File: src/rtl/alu_pkg.sv
// Shared definitions for the sequential ALU.
// Holds the opcode encodings, the control FSM state type and a small
// helper that classifies opcodes as shifts.
package alu_pkg;

  localparam logic [2:0] OP_ADD  = 3'b000;
  localparam logic [2:0] OP_SUB  = 3'b001;
  localparam logic [2:0] OP_SRL  = 3'b010;
  localparam logic [2:0] OP_NOR  = 3'b011;
  localparam logic [2:0] OP_NAND = 3'b100;
  localparam logic [2:0] OP_SRA  = 3'b101;
  localparam logic [2:0] OP_SLL  = 3'b110;
  localparam logic [2:0] OP_ILL  = 3'b111;

  typedef enum logic [1:0] {
    IDLE  = 2'd0,
    SHIFT = 2'd1,
    DONE  = 2'd2
  } state_t;

  // Shift opcodes take the iterative path through the FSM.
  function automatic logic is_shift_op(input logic [2:0] op);
    return (op == OP_SRL) || (op == OP_SRA) || (op == OP_SLL);
  endfunction

endpackage

File: src/rtl/adder_n.sv
// Width-generic ripple-carry adder.
// Ports:
//   cin  - carry into bit 0
//   a, b - WIDTH-bit addends
//   s    - WIDTH-bit sum
//   cout - carry out of the top bit
module adder_n #(
  parameter int WIDTH = 8
) (
  input  logic             cin,
  input  logic [WIDTH-1:0] a,
  input  logic [WIDTH-1:0] b,
  output logic [WIDTH-1:0] s,
  output logic             cout
);

  logic [WIDTH:0] c;

  assign c[0] = cin;

  for (genvar i = 0; i < WIDTH; i++) begin : g_bit
    assign s[i]   = a[i] ^ b[i] ^ c[i];
    assign c[i+1] = (a[i] & b[i]) | (c[i] & (a[i] ^ b[i]));
  end

  assign cout = c[WIDTH];

endmodule

File: src/rtl/alu_seq.sv
// Handshaked, parametrised ALU for the execute stage.
// Add/sub/logic results are registered with one cycle of latency; shifts
// move one bit position per cycle, so a result is ready max(1, shamt)
// cycles after acceptance. Each result is held with its flags until the
// consumer takes it.
// Ports:
//   clk, rst             - clock (rising edge), async active-high reset
//   in_valid, in_ready   - operand handshake (ready only in IDLE)
//   rs1, rs2, ctrl       - operand A, operand B / shift amount, opcode
//   out_valid, out_ready - result handshake
//   out                  - result
//   overflow             - adder carry-out for add/sub, else 0
//   zero                 - result is all zeros
//   illegal              - opcode was 3'b111
module alu_seq
  import alu_pkg::*;
#(
  parameter int WIDTH   = 8,
  parameter int SHAMT_W = $clog2(WIDTH)
) (
  input  logic             clk,
  input  logic             rst,
  input  logic             in_valid,
  output logic             in_ready,
  input  logic [WIDTH-1:0] rs1,
  input  logic [WIDTH-1:0] rs2,
  input  logic [2:0]       ctrl,
  output logic             out_valid,
  input  logic             out_ready,
  output logic [WIDTH-1:0] out,
  output logic             overflow,
  output logic             zero,
  output logic             illegal
);

  state_t             state, state_n;
  logic [WIDTH-1:0]   out_n;
  logic               overflow_n, zero_n, illegal_n;
  logic [WIDTH-1:0]   acc, acc_n;
  logic [SHAMT_W-1:0] cnt, cnt_n;
  logic [2:0]         op, op_n;

  logic [SHAMT_W-1:0] shamt;
  logic               add_cin, add_cout;
  logic [WIDTH-1:0]   add_b, add_s;
  logic [WIDTH-1:0]   first_shift, step_shift;

  // One-bit shift step shared by the acceptance cycle and the SHIFT state.
  function automatic logic [WIDTH-1:0] shift_one(input logic [2:0] sop,
                                                 input logic [WIDTH-1:0] v);
    logic [WIDTH-1:0] r;
    case (sop)
      OP_SRL:  r = {1'b0, v[WIDTH-1:1]};
      OP_SRA:  r = {v[WIDTH-1], v[WIDTH-1:1]};
      default: r = {v[WIDTH-2:0], 1'b0};
    endcase
    return r;
  endfunction

  assign shamt = rs2[SHAMT_W-1:0];

  // Subtraction reuses the single adder as rs1 + ~rs2 + 1.
  assign add_cin = (ctrl == OP_SUB);
  assign add_b   = add_cin ? ~rs2 : rs2;

  adder_n #(.WIDTH(WIDTH)) u_adder (
    .cin  (add_cin),
    .a    (rs1),
    .b    (add_b),
    .s    (add_s),
    .cout (add_cout)
  );

  assign first_shift = shift_one(ctrl, rs1);
  assign step_shift  = shift_one(op, acc);

  // FSM state register.
  always_ff @(posedge clk or posedge rst) begin
    if (rst) begin
      state <= IDLE;
    end else begin
      state <= state_n;
    end
  end

  // Result, flag and shifter registers; reset clears any partial work.
  always_ff @(posedge clk or posedge rst) begin
    if (rst) begin
      out      <= '0;
      overflow <= 1'b0;
      zero     <= 1'b0;
      illegal  <= 1'b0;
      acc      <= '0;
      cnt      <= '0;
      op       <= OP_ADD;
    end else begin
      out      <= out_n;
      overflow <= overflow_n;
      zero     <= zero_n;
      illegal  <= illegal_n;
      acc      <= acc_n;
      cnt      <= cnt_n;
      op       <= op_n;
    end
  end

  // Next-state and datapath update. The first shift step happens in the
  // acceptance cycle so a shift by N presents its result after N cycles,
  // the same as a single-cycle op when N is 1.
  always_comb begin
    state_n    = state;
    out_n      = out;
    overflow_n = overflow;
    zero_n     = zero;
    illegal_n  = illegal;
    acc_n      = acc;
    cnt_n      = cnt;
    op_n       = op;

    case (state)
      IDLE: begin
        if (in_valid) begin
          op_n       = ctrl;
          overflow_n = 1'b0;
          illegal_n  = 1'b0;
          state_n    = DONE;
          if (is_shift_op(ctrl)) begin
            if (shamt == '0) begin
              out_n = rs1;
            end else if (shamt == SHAMT_W'(1)) begin
              out_n = first_shift;
            end else begin
              acc_n   = first_shift;
              cnt_n   = shamt - SHAMT_W'(1);
              state_n = SHIFT;
            end
          end else begin
            case (ctrl)
              OP_ADD, OP_SUB: begin
                out_n      = add_s;
                overflow_n = add_cout;
              end
              OP_NOR:  out_n = ~(rs1 | rs2);
              OP_NAND: out_n = ~(rs1 & rs2);
              default: begin
                out_n     = '0;
                illegal_n = 1'b1;
              end
            endcase
          end
          zero_n = (out_n == '0);
        end
      end

      SHIFT: begin
        acc_n = step_shift;
        cnt_n = cnt - SHAMT_W'(1);
        if (cnt == SHAMT_W'(1)) begin
          out_n   = step_shift;
          zero_n  = (step_shift == '0);
          state_n = DONE;
        end
      end

      DONE: begin
        if (out_ready) begin
          state_n = IDLE;
        end
      end

      default: state_n = IDLE;
    endcase
  end

  assign in_ready  = (state == IDLE) && !rst;
  assign out_valid = (state == DONE);

endmodule

File: config.mk
export PLATFORM = sky130hd
export DESIGN_NAME = alu_seq
export DESIGN_NICKNAME = d
export VERILOG_FILES = /design/src/rtl/alu_pkg.sv /design/src/rtl/adder_n.sv /design/src/rtl/alu_seq.sv
export SDC_FILE = /design/constraint.sdc
export NUM_CORES = 1
export LEC_CHECK = 0
export BUFFER_PORTS_ARGS = -buffer_cell sky130_fd_sc_hd__buf_4
export CORE_MARGIN = 1
export CORE_UTILIZATION = 63
export DETAILED_ROUTE_END_ITERATION = 8
export PLACE_DENSITY = 0.86
export SYNTH_ARGS = -nofsm -noshare
export SYNTH_HDL_FRONTEND = slang
export SYNTH_SLANG_ARGS = --single-unit
File: constraint.sdc
create_clock -name clk -period 4.4 [get_ports clk]
set_input_delay 0.22 -clock clk [delete_from_list [all_inputs] [get_ports clk]]
set_output_delay 0.22 -clock clk [all_outputs]
set_load 0.05 [all_outputs]
---- Word level (Yosys, flattened, before mapping) ----
Cells that the tools add are included.
word-level totals
  flip-flop bits (word level) ............. 27
  bits of input ports ..................... 23
  output and inout bits ................... 13
  word-level logic and storage cells ...... 125
operators by class
  add/sub/neg operators ................... 2
  eq/ne operators ......................... 18
  multiplexer cells ....................... 36
  bitwise operators ....................... 45
  reduce and logical (&&, ||, !) cells .... 16
operator list
  kind                                              number
  2-to-1 mux 8 bit                                  12
  case mux 8 bit (2 select lines)                   4
  inverter 8 bit                                    3
  case mux 8 bit (3 select lines)                   1
  AND 1 bit                                         16
  zero test 8 bit                                   2
  bitwise XOR 1 bit                                 16
  == test 3 bit, second input constant              4
  2-to-1 mux 2 bit                                  6
  2-to-1 mux 3 bit                                  4
  inequality test 2 bit, second input constant      5
  == test 3 x 1 -> 1 bit, second input constant     3
  == test 3 x 2 -> 1 bit, second input constant     3
  AND 8 bit                                         1
  OR 1 bit                                          8
  OR 8 bit                                          1
  zero test 3 bit                                   2
  2-to-1 mux 1 bit                                  6
  case mux 2 bit (3 select lines)                   1
  case mux 3 bit (2 select lines)                   1
  AND reduction 3 bit                               2
  subtractor 3 x 1 -> 3 bit, second input constant  2
  AND reduction 5 bit                               1
  OR reduction 4 bit                                1
  11 further kinds                                  12

---- Depth between registers and ports, before layout ----
Gate-level depths: netlist of the first run.
  depth after elaboration ................. 25
  gate-level depth with buffers ........... 21
  mapped depth without buffers ............ 20

---- Cells and area by module ----
From an unflattened synthesis of the first run, not the netlist that was laid out.
second synthesis, totals
  cells, all modules ...................... 298
  area total of the unflattened synthesis .. 2,488.6 um^2
by module, submodules not included
  module   instances  cells an instance  area an instance (um^2)
  alu_seq  1          280                2,290.9
  adder_n  1          18                 197.7

---- Worst setup path before layout of the first run ----
OpenSTA, ideal clock, no wires.
  path type ............................... input-to-reg
  start point ............................. in ctrl[1]
  end point ............................... reg zero
  setup time .............................. 77 ps
  arrival time ............................ 4,559 ps
  path slack .............................. -237 ps
  cell stages on the path ................. 21
  buffers on the path ..................... 2
  cell sequence ........................... buf_2 buf_2 nor3_2 xnor2_1 fa_1 fa_1 fa_1 fa_1 inv_1 fa_1 inv_1 fa_1 inv_1 fa_1 nor2_1 a21oi_1 o32ai_1 a21oi_2 nand3_1 or4_1 a21oi_1
on the way
  cells in the longest elaborated chain, start to end .. 25
ends and longest elaborated chain
  element                            line                           RTL
  from (decl)                        alu_seq.sv:27                  input logic [2:0] ctrl,
  == test 3 x 1 -> 1 bit             alu_seq.sv:63, alu_seq.sv:138
  2-to-1 mux 8 bit                   alu_seq.sv:64                  assign add_b = add_cin ? ~rs2 : rs2;
  bitwise XOR 1 bit                  adder_n.sv:22, adder_n.sv:23
  AND 1 bit                          adder_n.sv:23                  assign c[i+1] = (a[i] & b[i]) | (c[i] & (a[i] ^ b[i]));
  OR 1 bit                           adder_n.sv:23
  AND 1 bit                          adder_n.sv:23
  OR 1 bit                           adder_n.sv:23
  AND 1 bit                          adder_n.sv:23
  [... 9 more ...]                   -
  bitwise XOR 1 bit                  adder_n.sv:22                  assign s[i] = a[i] ^ b[i] ^ c[i];
  case mux 8 bit (3 select lines)    alu_seq.sv:138                 case (ctrl)
  2-to-1 mux 8 bit *                 alu_seq.sv:127                 if (is_shift_op(ctrl)) begin
  2-to-1 mux 8 bit *                 alu_seq.sv:122                 if (in_valid) begin
  2-to-1 mux 8 bit *                 alu_seq.sv:120                 case (state)
  zero test 8 bit *                  alu_seq.sv:151                 zero_n = (out_n == '0);
  2-to-1 mux 1 bit *                 alu_seq.sv:122
  case mux 1 bit (2 select lines) *  alu_seq.sv:120
  to (signal assigned)               alu_seq.sv:99                  zero <= zero_n;
  to (decl)                          alu_seq.sv:32                  output logic zero,
Every way passes the cells marked *; elsewhere a longest branch is shown, timed or not. The select of a mux whose other input is x is not followed.
A chain may end at the register's enable or synchronous reset.

---- Final worst setup path of the first run ----
  start point ............................. in rs2[0]
  end point ............................... reg zero
on the way
  cells in the longest elaborated chain, start to end .. 25
ends and longest elaborated chain
  element                            line                          RTL
  from (decl)                        alu_seq.sv:26                 input logic [WIDTH-1:0] rs2,
  inverter 8 bit                     alu_seq.sv:64
  2-to-1 mux 8 bit                   alu_seq.sv:64
  bitwise XOR 1 bit                  adder_n.sv:22, adder_n.sv:23
  AND 1 bit                          adder_n.sv:23
  OR 1 bit                           adder_n.sv:23
  AND 1 bit                          adder_n.sv:23
  OR 1 bit                           adder_n.sv:23
  AND 1 bit                          adder_n.sv:23
  [... 9 more ...]                   -
  bitwise XOR 1 bit                  adder_n.sv:22
  case mux 8 bit (3 select lines)    alu_seq.sv:138
  2-to-1 mux 8 bit *                 alu_seq.sv:127
  2-to-1 mux 8 bit *                 alu_seq.sv:122
  2-to-1 mux 8 bit *                 alu_seq.sv:120
  zero test 8 bit *                  alu_seq.sv:151
  2-to-1 mux 1 bit *                 alu_seq.sv:122
  case mux 1 bit (2 select lines) *  alu_seq.sv:120
Marked as above.

==> results of run 1 <==
## worst paths after layout
| kind | start | end | cells after the start |
|---|---|---|---|
| worst max-delay path | rs2[0] | zero | 20 |
| worst min-delay path | rst | overflow | 2 |
| worst max register to register | state[1] | zero | 6 |
| worst min register to register | overflow | overflow | 2 |
| max in group asynchronous | rst | out[7] | 2 |
| min in group clk | out_ready | state[1] | 3 |
## Yosys cell counts, types with 3 or more instances
library cell / instances
a31oi_1: 10
xnor2_1: 3
clkbuf_1: 13
or3_1: 4
dfrtp_1: 27
o31a_1: 7
o211ai_1: 3
nand2b_1: 6
o21ai_0: 27
nor3b_1: 6
nor3_1: 7
o21ai_1: 5
o32a_1: 6
mux2_2: 3
a21boi_0: 4
nand2_1: 46
mux2i_1: 5
o22ai_1: 8
o31ai_1: 3
inv_1: 15
a22oi_1: 6
fa_1: 7
nand3_1: 10
nor2b_1: 11
a21oi_1: 13
ha_1: 7
buf_2: 5
xor2_1: 5
nor2_1: 23
## worst max-delay path: cells and delay by family
family                     cells  cell delay [ps]
and+or+nand+nor                3              640
buffers and inverters          5              420
adders and majority gates      7             2120
muxes                          1              350
AOI/OAI and AO/OA              4              520
## metrics by stage
| step | setup WS, ps | hold slack [ps] | std cells |
|---|---|---|---|
| final | 358 | 193 | 402 |
| after global routing | 136 | 237 | 402 |
| after CTS | 390 | 228 | 402 |
| after detailed placement | 100 | 478 | 398 |
| after global placement | 217 | 466 | 398 |
| after floorplan | 2.70 | 273 | 330 |
## state kept, by name, summed over array words and instances, names as in the netlist
name and cells:
acc 8, cnt 3, illegal 1, op 3, out 8, overflow 1, state 2, zero 1
## per-layer routing
layer | routed length [um] | up-vias
li1 | - | 1228
met1 | 2920 | 1241
met2 | 3550 | 151
met3 | 603 | 14
met4 | 156 | 0
met5 | 0 | -
## area by class of cell
cell class                 count  area share
multi-input combinational    264       0.600
sequential                    27       0.233
clock inverter                 1     0.00172
inverter                      17      0.0220
timing repair buffer          42       0.109
tap                           48      0.0207
clock buffer                   3      0.0142
## where the power goes
part | leakage, nW | internal, mW | switching (mW)
sequential | 0.327 | 0.360 | 0.124
clock | 0.0255 | 0.0636 | 0.0809
combinational | 0.938 | 0.309 | 0.509
total | 1.29 | 0.733 | 0.713
## cell families after synthesis
family	share of synthesized area
simple gates	0.242
compound gates	0.280
buf+inv	0.0679
flops	0.262
fa+ha+maj	0.0883
xor+xnor	0.0272
mux	0.0325
==> qor.yml, run 1 <==
layout:
  fin_nets: 392
  multiInputGateArea_um2: 1740
  utilization: 0.764
  mostFrequentLayoutCell: "nand2_1"
  final_cell_mix: "46 x nand2_1, 42 x buf_4, 27 x o21ai_0, 27 x dfrtp_1, 23 x nor2_1"
  area.sequential_um2: 676
  nFillCells: 317
  syn_to_final_growth_pct: 12.5
  insertedDiodeCount: 0
  drive_gt1_frac: 0.167
  stdcell_area_um2: 2900
clock_network:
  post_cts_buffers: 0
  cts_tree: "done"
  cts-root-buf: "clkbuf_8"
  clk_pin_slew_ps: 100
  insertion_delay_ps: 280
  clock-sinks: 27
  ctsHoldBuffers: 0
  ctsResizeCount: 0
  cts_buffers: 3
  htreeDepth: 1
  clockBufferDepth: 2
power_and_ir_drop:
  p_total_mw: 1.45
  power.leakage_nw: 1.29
  peakVddDrop_uv: 399
  power_per_cell_area_nw_per_um2: 498
floorplan:
  fp-row-count: 22
  core_um2: 3800
  die_w_um: 66.0
  pin_count: 36
  die-area_um2: 4360
  die_y_um: 66.0
  start_util: 0.679
run:
  drv_cap: 0
sta:
  fmax_mhz: 247
  clock_skew_ps: 8.73
  finalSetupTns_ps: 0
  tightest_slew_ps: 1030
  slew_headroom: 0.311
  setup_violations: 0
  period_needed_ps: 4040
  rsz0062_at_grt: "false"
  min_period_over_period: 0.919
  hold_viol: 0
  slew_viol_final: 0
critical_path:
  critPathMaxStageDelay_ps: 500
  r2r_slack_ps: 1980
  worst_ep_required_time_ps: 4610
  crit_fanout: 4
  worstPathArrival_ps: 4250
  crit_type: "in2reg"
  crit_path_top_delay_cell: "or4_1"
  crit_path_end_kind: "flip-flop"
  critPathLaunchType: "primary input"
  cpMostUsedCell: "fa_1"
  path_cells: "buf_4 -> inv_1 -> mux2_2 -> fa_2 -> fa_1 -> fa_2 -> fa_1 -> inv_1 -> fa_1 -> inv_1 -> fa_1 -> inv_1 -> fa_1 -> nor2_1 -> a21oi_1 -> o32ai_1 -> a21oi_2 -> nand3_1 -> or4_1 -> a21oi_1"
routing:
  wl_mm: 7.23
  dr_total_vias: 2634
  wire_per_inst_um: 18.0
  drtIter0Drc: 218
  postRouteAntennaNets: 0
  drc: 0
  vias_per_cell: 6.55
  dr.pass1.iters: 5
global_route:
  grt_pass1_vias: 2551
  met3_usage: 0.0534
  grt_pass1_wl_mm: 12.0
  grt_util_met2: 0.620
  grt_max_degree: 28
  use_met1: 0.475
  top_usage_layer: "met2"
  grt_usage: 0.364
  antenna_found_initial: 0
  gr-total-overflow: 0
worst_hold_path:
  worstHoldPathType: "in2async"
placed_design:
  post_dp_cell_area_um2: 2860
  gp_congestion: 0.937
  port-buffer-count: 35
  dp_hpwl_mm: 5.51
synth:
  ys_async_sr_fraction: 1.00
  yosysTopAreaCell: "dfrtp_1"
  ys_warn_count: 0
  syn_area_um2: 2580
  yosysSeqAreaShare: 0.262
  synthTopCellsByArea: "dfrtp_1 26%, nand2_1 6.7%, fa_1 5.4%"
  synth-seq-cells: 27
  synthDistinctLibCells: 57
  synth-main-ff-cell: "dfrtp_1"
  syn_nets: 367
  synth_edf_count: 0
  synth_top_cell_area_share: 0.262
  syn_avg_cell_area_um2: 7.82
  synthCells: 330
status:
  outcome: "complete, no violations"
(Power assumes the default switching activity.)
==> run 2: changes to the inputs <==
==> constraint.sdc (replaced) <==
create_clock -name clk -period 4.4 [get_ports clk]
set_input_delay 1.32 -clock clk [delete_from_list [all_inputs] [get_ports clk]]
set_output_delay 1.32 -clock clk [all_outputs]
set_load 0.05 [all_outputs]
==> qor.yml, run 2 (same netlist as run 1, synthesis figures left out) <==
global_route:
  grt_pass1_vias: 2569
  grt_max_degree: 28
  grt_util_met2: 0.651
  top_usage_layer: "met2"
  use_met1: 0.474
  grt_pass1_wl_mm: 12.2
  antenna_found_initial: 0
  met3_usage: 0.0448
  gr-total-overflow: 0
  grt_usage: 0.371
status:
  violations: "negative setup slack"
  outcome: "complete, but fails checks"
sta:
  fmax_mhz: 200
  period_needed_ps: 5000
  min_period_over_period: 1.14
  slew_headroom: 0.303
  hold_viol: 0
  rsz0062_at_grt: "true"
  setup_violations: 3
  setup_ws_ps: -597
  holdWs_ps: 493
  clock_skew_ps: 9.13
  slew_viol_final: 0
  tightest_slew_ps: 1040
critical_path:
  critPathLaunchType: "primary input"
  r2r_slack_ps: 1920
  reg2reg_depth: 6
  crit_type: "in2reg"
  reg2reg_from: "state[1]"
  worstPathArrival_ps: 5230
  r2r_end: "zero"
  crit_fanout: 3
  worst_ep_required_time_ps: 4630
  crit_path_end_kind: "flip-flop"
routing:
  wire_per_inst_um: 18.2
  wl_mm: 7.53
  postRouteAntennaNets: 0
  dr.pass1.iters: 7
  drtIter0Drc: 359
  dr_total_vias: 2733
  vias_per_cell: 6.62
  drc: 0
layout:
  multiInputGateArea_um2: 1800
  nFillCells: 263
  stdcell_count: 413
  insertedDiodeCount: 0
  mostFrequentLayoutCell: "buf_4"
  drive_gt1_frac: 0.236
  syn_to_final_growth_pct: 18.4
  fin_nets: 403
  largestRegisters: "acc (8), out (8)"
  final_cell_mix: "51 x buf_4, 45 x nand2_1, 27 x dfrtp_1"
  stdcell_area_um2: 3050
  area.sequential_um2: 676
power_and_ir_drop:
  power.leakage_nw: 1.35
  power.internal_mw: 0.757
  clockPowerShare: 0.103
  switching_share: 0.495
  power_switching_mw: 0.742
  p_comb_frac: 0.574
  power.share.sequential: 0.323
  peakVddDrop_uv: 417
  power_per_cell_area_nw_per_um2: 491
clock_network:
  clk_pin_slew_ps: 110
  htreeDepth: 1
  clock-sinks: 27
  cts_buffers: 3
  cts-root-buf: "clkbuf_8"
  cts_tree: "done"
  insertion_delay_ps: 290
  clockBufferDepth: 2
worst_hold_path:
  holdPathEnd: "illegal"
  holdCritStartpoint: "illegal"
  worstHoldPathType: "reg2reg"
  hold-path-cell-count: 2
floorplan:
  fp-row-count: 22
  core_um2: 3800
  start_util: 0.679
  die_y_um: 66.0
  pin_count: 36
  die_w_um: 66.0
  die-area_um2: 4360
placed_design:
  dp_hpwl_mm: 5.66
  dp.cells: 408
  gp_congestion: 1.00
  port-buffer-count: 35
  post_dp_cell_area_um2: 2950
run:
  drv_cap: 0
[run 2: changes by cell type in the layout (fill, tap and decap cells not counted), sizes merged]
cell	change
buf	+11
clkinv	-1
clkinvlp	+1
[run 2: critical path, cell delays in order]
cell     delay (ps)
buf_8           100
nor3_4          260
xnor2_2         110
fa_2            390
fa_2            360
fa_2            360
fa_2            350
inv_2            60
fa_2            180
inv_2            40
fa_2            330
inv_2            60
fa_1            150
nor2_1           50
a21oi_2         120
o32ai_2         110
a21oi_2         150
nand3_1         100
or4_4           520
a21oi_2         120
[run 2: layer usage]
layer  share of wire  vias up  routed length [um]
met4           0.031        0                 233
met2            0.50      168                3730
met3           0.079       28                 596
met1            0.39     1285                2970
met5               0        -                   0
li1                -     1252                   -
[run 2: metrics by stage]
stage	setup TNS (ps)	total power, mW	worst slack, ps	util
floorplan	-2440	1.07	-971	-
global placement	-2070	1.28	-823	0.776
detailed placement	-2530	1.31	-964	0.776
CTS	-1230	1.47	-597	0.799
global route	-1680	1.60	-736	0.804
finish	-1280	1.50	-597	0.804
[run 2: worst max path at each step]
stage / from / end / slack, ps / depth (start not counted)
global placement: ctrl[0] / zero / -820 / 21
detailed placement: ctrl[0] / zero / -960 / 21
global route: ctrl[2] / zero / -740 / 20
CTS: ctrl[1] / zero / -600 / 20
finish: ctrl[2] / zero / -600 / 20
floorplan: ctrl[2] / zero / -970 / 21
[run 2: cell type report]
cell class,count,area share
timing repair buffer,53,0.134
inverter,17,0.0209
multi-input combinational,264,0.588
sequential,27,0.221
tap,48,0.0197
clock inverter,1,0.00246
clock buffer,3,0.0135
[run 2: power groups by stage]
stage / sequential [mW] / clock, mW / combinational, mW
5_1_grt: 0.497 / 0.163 / 0.940
4_1_cts: 0.480 / 0.149 / 0.845
2_1_floorplan: 0.579 / 0 / 0.489
3_3_place_gp: 0.480 / 0 / 0.801
6_report: 0.484 / 0.154 / 0.861
3_5_place_dp: 0.483 / 0 / 0.831
[run 2: what timing repair did]
action	CTS	global route
buffers inserted	2	1
endpoints found under the setup margin	3	3
gates resized for setup	8	5
pin swaps	6	3
hold buffers	0	0
==> run 3: changes to the inputs <==
--- a/config.mk
+++ b/config.mk
@@ -10,6 +10,7 @@
 export CORE_UTILIZATION = 63
 export DETAILED_ROUTE_END_ITERATION = 8
 export PLACE_DENSITY = 0.86
+export SETUP_SLACK_MARGIN = 0.5
 export SYNTH_ARGS = -nofsm -noshare
 export SYNTH_HDL_FRONTEND = slang
 export SYNTH_SLANG_ARGS = --single-unit
==> qor.yml, run 3 (same netlist as run 1, synthesis figures left out) <==
global_route:
  grt_usage: 0.350
  grt_max_degree: 28
  antenna_found_initial: 0
  grt_pass1_wl_mm: 11.6
  gr-total-overflow: 0
  grt_pass1_vias: 2438
sta:
  slew_headroom: 0.317
  hold_viol: 0
  rsz0062_at_grt: "true"
  slew_viol_final: 0
  clock_skew_ps: 6.33
  setup_ws_ps: -648
  min_period_over_period: 1.15
  setup_violations: 3
  finalSetupTns_ps: -1490
  tightest_slew_ps: 1020
  period_needed_ps: 5050
  fmax_mhz: 198
critical_path:
  crit_path_end_kind: "flip-flop"
  crit_path_top_delay_cell: "or4_4"
  crit_fanout: 2
  path_cells: "buf_4 -> inv_1 -> mux2_2 -> fa_2 -> fa_2 -> fa_2 -> fa_2 -> inv_2 -> fa_2 -> inv_2 -> fa_2 -> inv_2 -> fa_1 -> nor2_1 -> a21oi_1 -> o32ai_2 -> a21oi_2 -> nand3_1 -> or4_4 -> a21oi_2"
  crit_type: "in2reg"
  r2r_slack_ps: 1920
  worstPathArrival_ps: 5250
  reg2reg_from: "state[1]"
  critPathMaxStageDelay_ps: 510
  r2r_end: "zero"
  critPathLaunchType: "primary input"
  cpMostUsedCell: "fa_2"
  reg2reg_depth: 6
  worst_ep_required_time_ps: 4600
floorplan:
  start_util: 0.679
  die-area_um2: 4360
  die_w_um: 66.0
  pin_count: 36
  core_um2: 3800
  fp-row-count: 22
  die_y_um: 66.0
routing:
  postRouteAntennaNets: 0
  dr.pass1.iters: 5
  drc: 0
  dr_total_vias: 2728
  drtIter0Drc: 239
  wire_per_inst_um: 17.3
  wl_mm: 7.19
  vias_per_cell: 6.57
placed_design:
  preCtsSetupSlack_ps: -936
  gp_congestion: 1.01
  port-buffer-count: 35
  dp.cells: 409
  dp_hpwl_mm: 5.48
worst_hold_path:
  hold-path-cell-count: 2
  holdPathEnd: "illegal"
  worstHoldPathType: "reg2reg"
  holdCritStartpoint: "illegal"
power_and_ir_drop:
  power.leakage_nw: 1.36
  p_total_mw: 1.50
  power.internal_mw: 0.764
  power_switching_mw: 0.735
  clockPowerShare: 0.095
  power_per_cell_area_nw_per_um2: 488
  switching_share: 0.491
  peakVddDrop_uv: 423
  power.share.sequential: 0.327
  p_comb_frac: 0.578
clock_network:
  insertion_delay_ps: 270
  htreeDepth: 1
  ctsHoldBuffers: 0
  cts_buffers: 3
  clk_pin_slew_ps: 90
  cts_tree: "done"
  cts-root-buf: "clkbuf_8"
  clock-sinks: 27
  clockBufferDepth: 2
layout:
  syn_to_final_growth_pct: 19.0
  drive_gt1_frac: 0.234
  utilization: 0.808
  final_cell_mix: "52 x buf_4, 46 x nand2_1, 27 x dfrtp_1"
  largestRegisters: "acc (8), out (8)"
  fin_nets: 405
  mostFrequentLayoutCell: "buf_4"
  insertedDiodeCount: 0
  stdcell_count: 415
status:
  violations: "negative setup slack"
  outcome: "complete, but fails checks"
run:
  drv_cap: 0
-- run 3: how the worst max path moves through the flow --
stage          slack [ps]   end    start  cells after the start
5_1_grt              -800  zero  ctrl[2]                     20
4_1_cts              -630  zero  ctrl[1]                     20
2_1_floorplan        -970  zero  ctrl[2]                     21
6_report             -650  zero   rs2[0]                     20
3_3_place_gp         -820  zero  ctrl[0]                     21
3_5_place_dp         -940  zero  ctrl[0]                     21
-- run 3: power groups by stage --
stage          Combinational (mW)  Clock, mW  Sequential (mW)
2_1_floorplan               0.490          0            0.579
3_3_place_gp                0.805          0            0.481
3_5_place_dp                0.831          0            0.488
4_1_cts                     0.849      0.140            0.484
5_1_grt                     0.941      0.150            0.504
6_report                    0.867      0.142            0.490
-- run 3: what timing repair did --
action,4_1_cts,5_1_grt
buffers inserted,1,1
resized for setup,8,4
gates cloned,0,0
pin swaps,4,4
setup endpoints to repair,6,6
-- run 3: critical path, delay by kind of cell --
kind	cells	cell delay, ps
fa+ha+maj	7	2030
compound gates	4	550
mux	1	350
buf+inv	5	350
simple gates	3	640
-- run 3: cell type report --
type                    instances  area (um2)
multi-input cells             264        1800
fillers                       285         729
flip-flops and latches         27         676
repair buffers                 55         424
inverters                      17        63.8
well taps                      48        60.1
clock buffers                   4        45.0
-- run 3: per-stage QoR --
step,cell area (um2),hold slack [ps]
final,3070,494
after global routing,3070,549
after CTS,3040,499
after detailed placement,2960,479
after global placement,2960,466
after floorplan,2630,482
-- run 3: metal layers --
| metal | GRT usage | routed length, um |
|---|---|---|
| met5 | 0 | 0 |
| met4 | 0.0957 | 148 |
| met3 | 0.0483 | 681 |
| met2 | 0.579 | 3420 |
| met1 | 0.479 | 2940 |
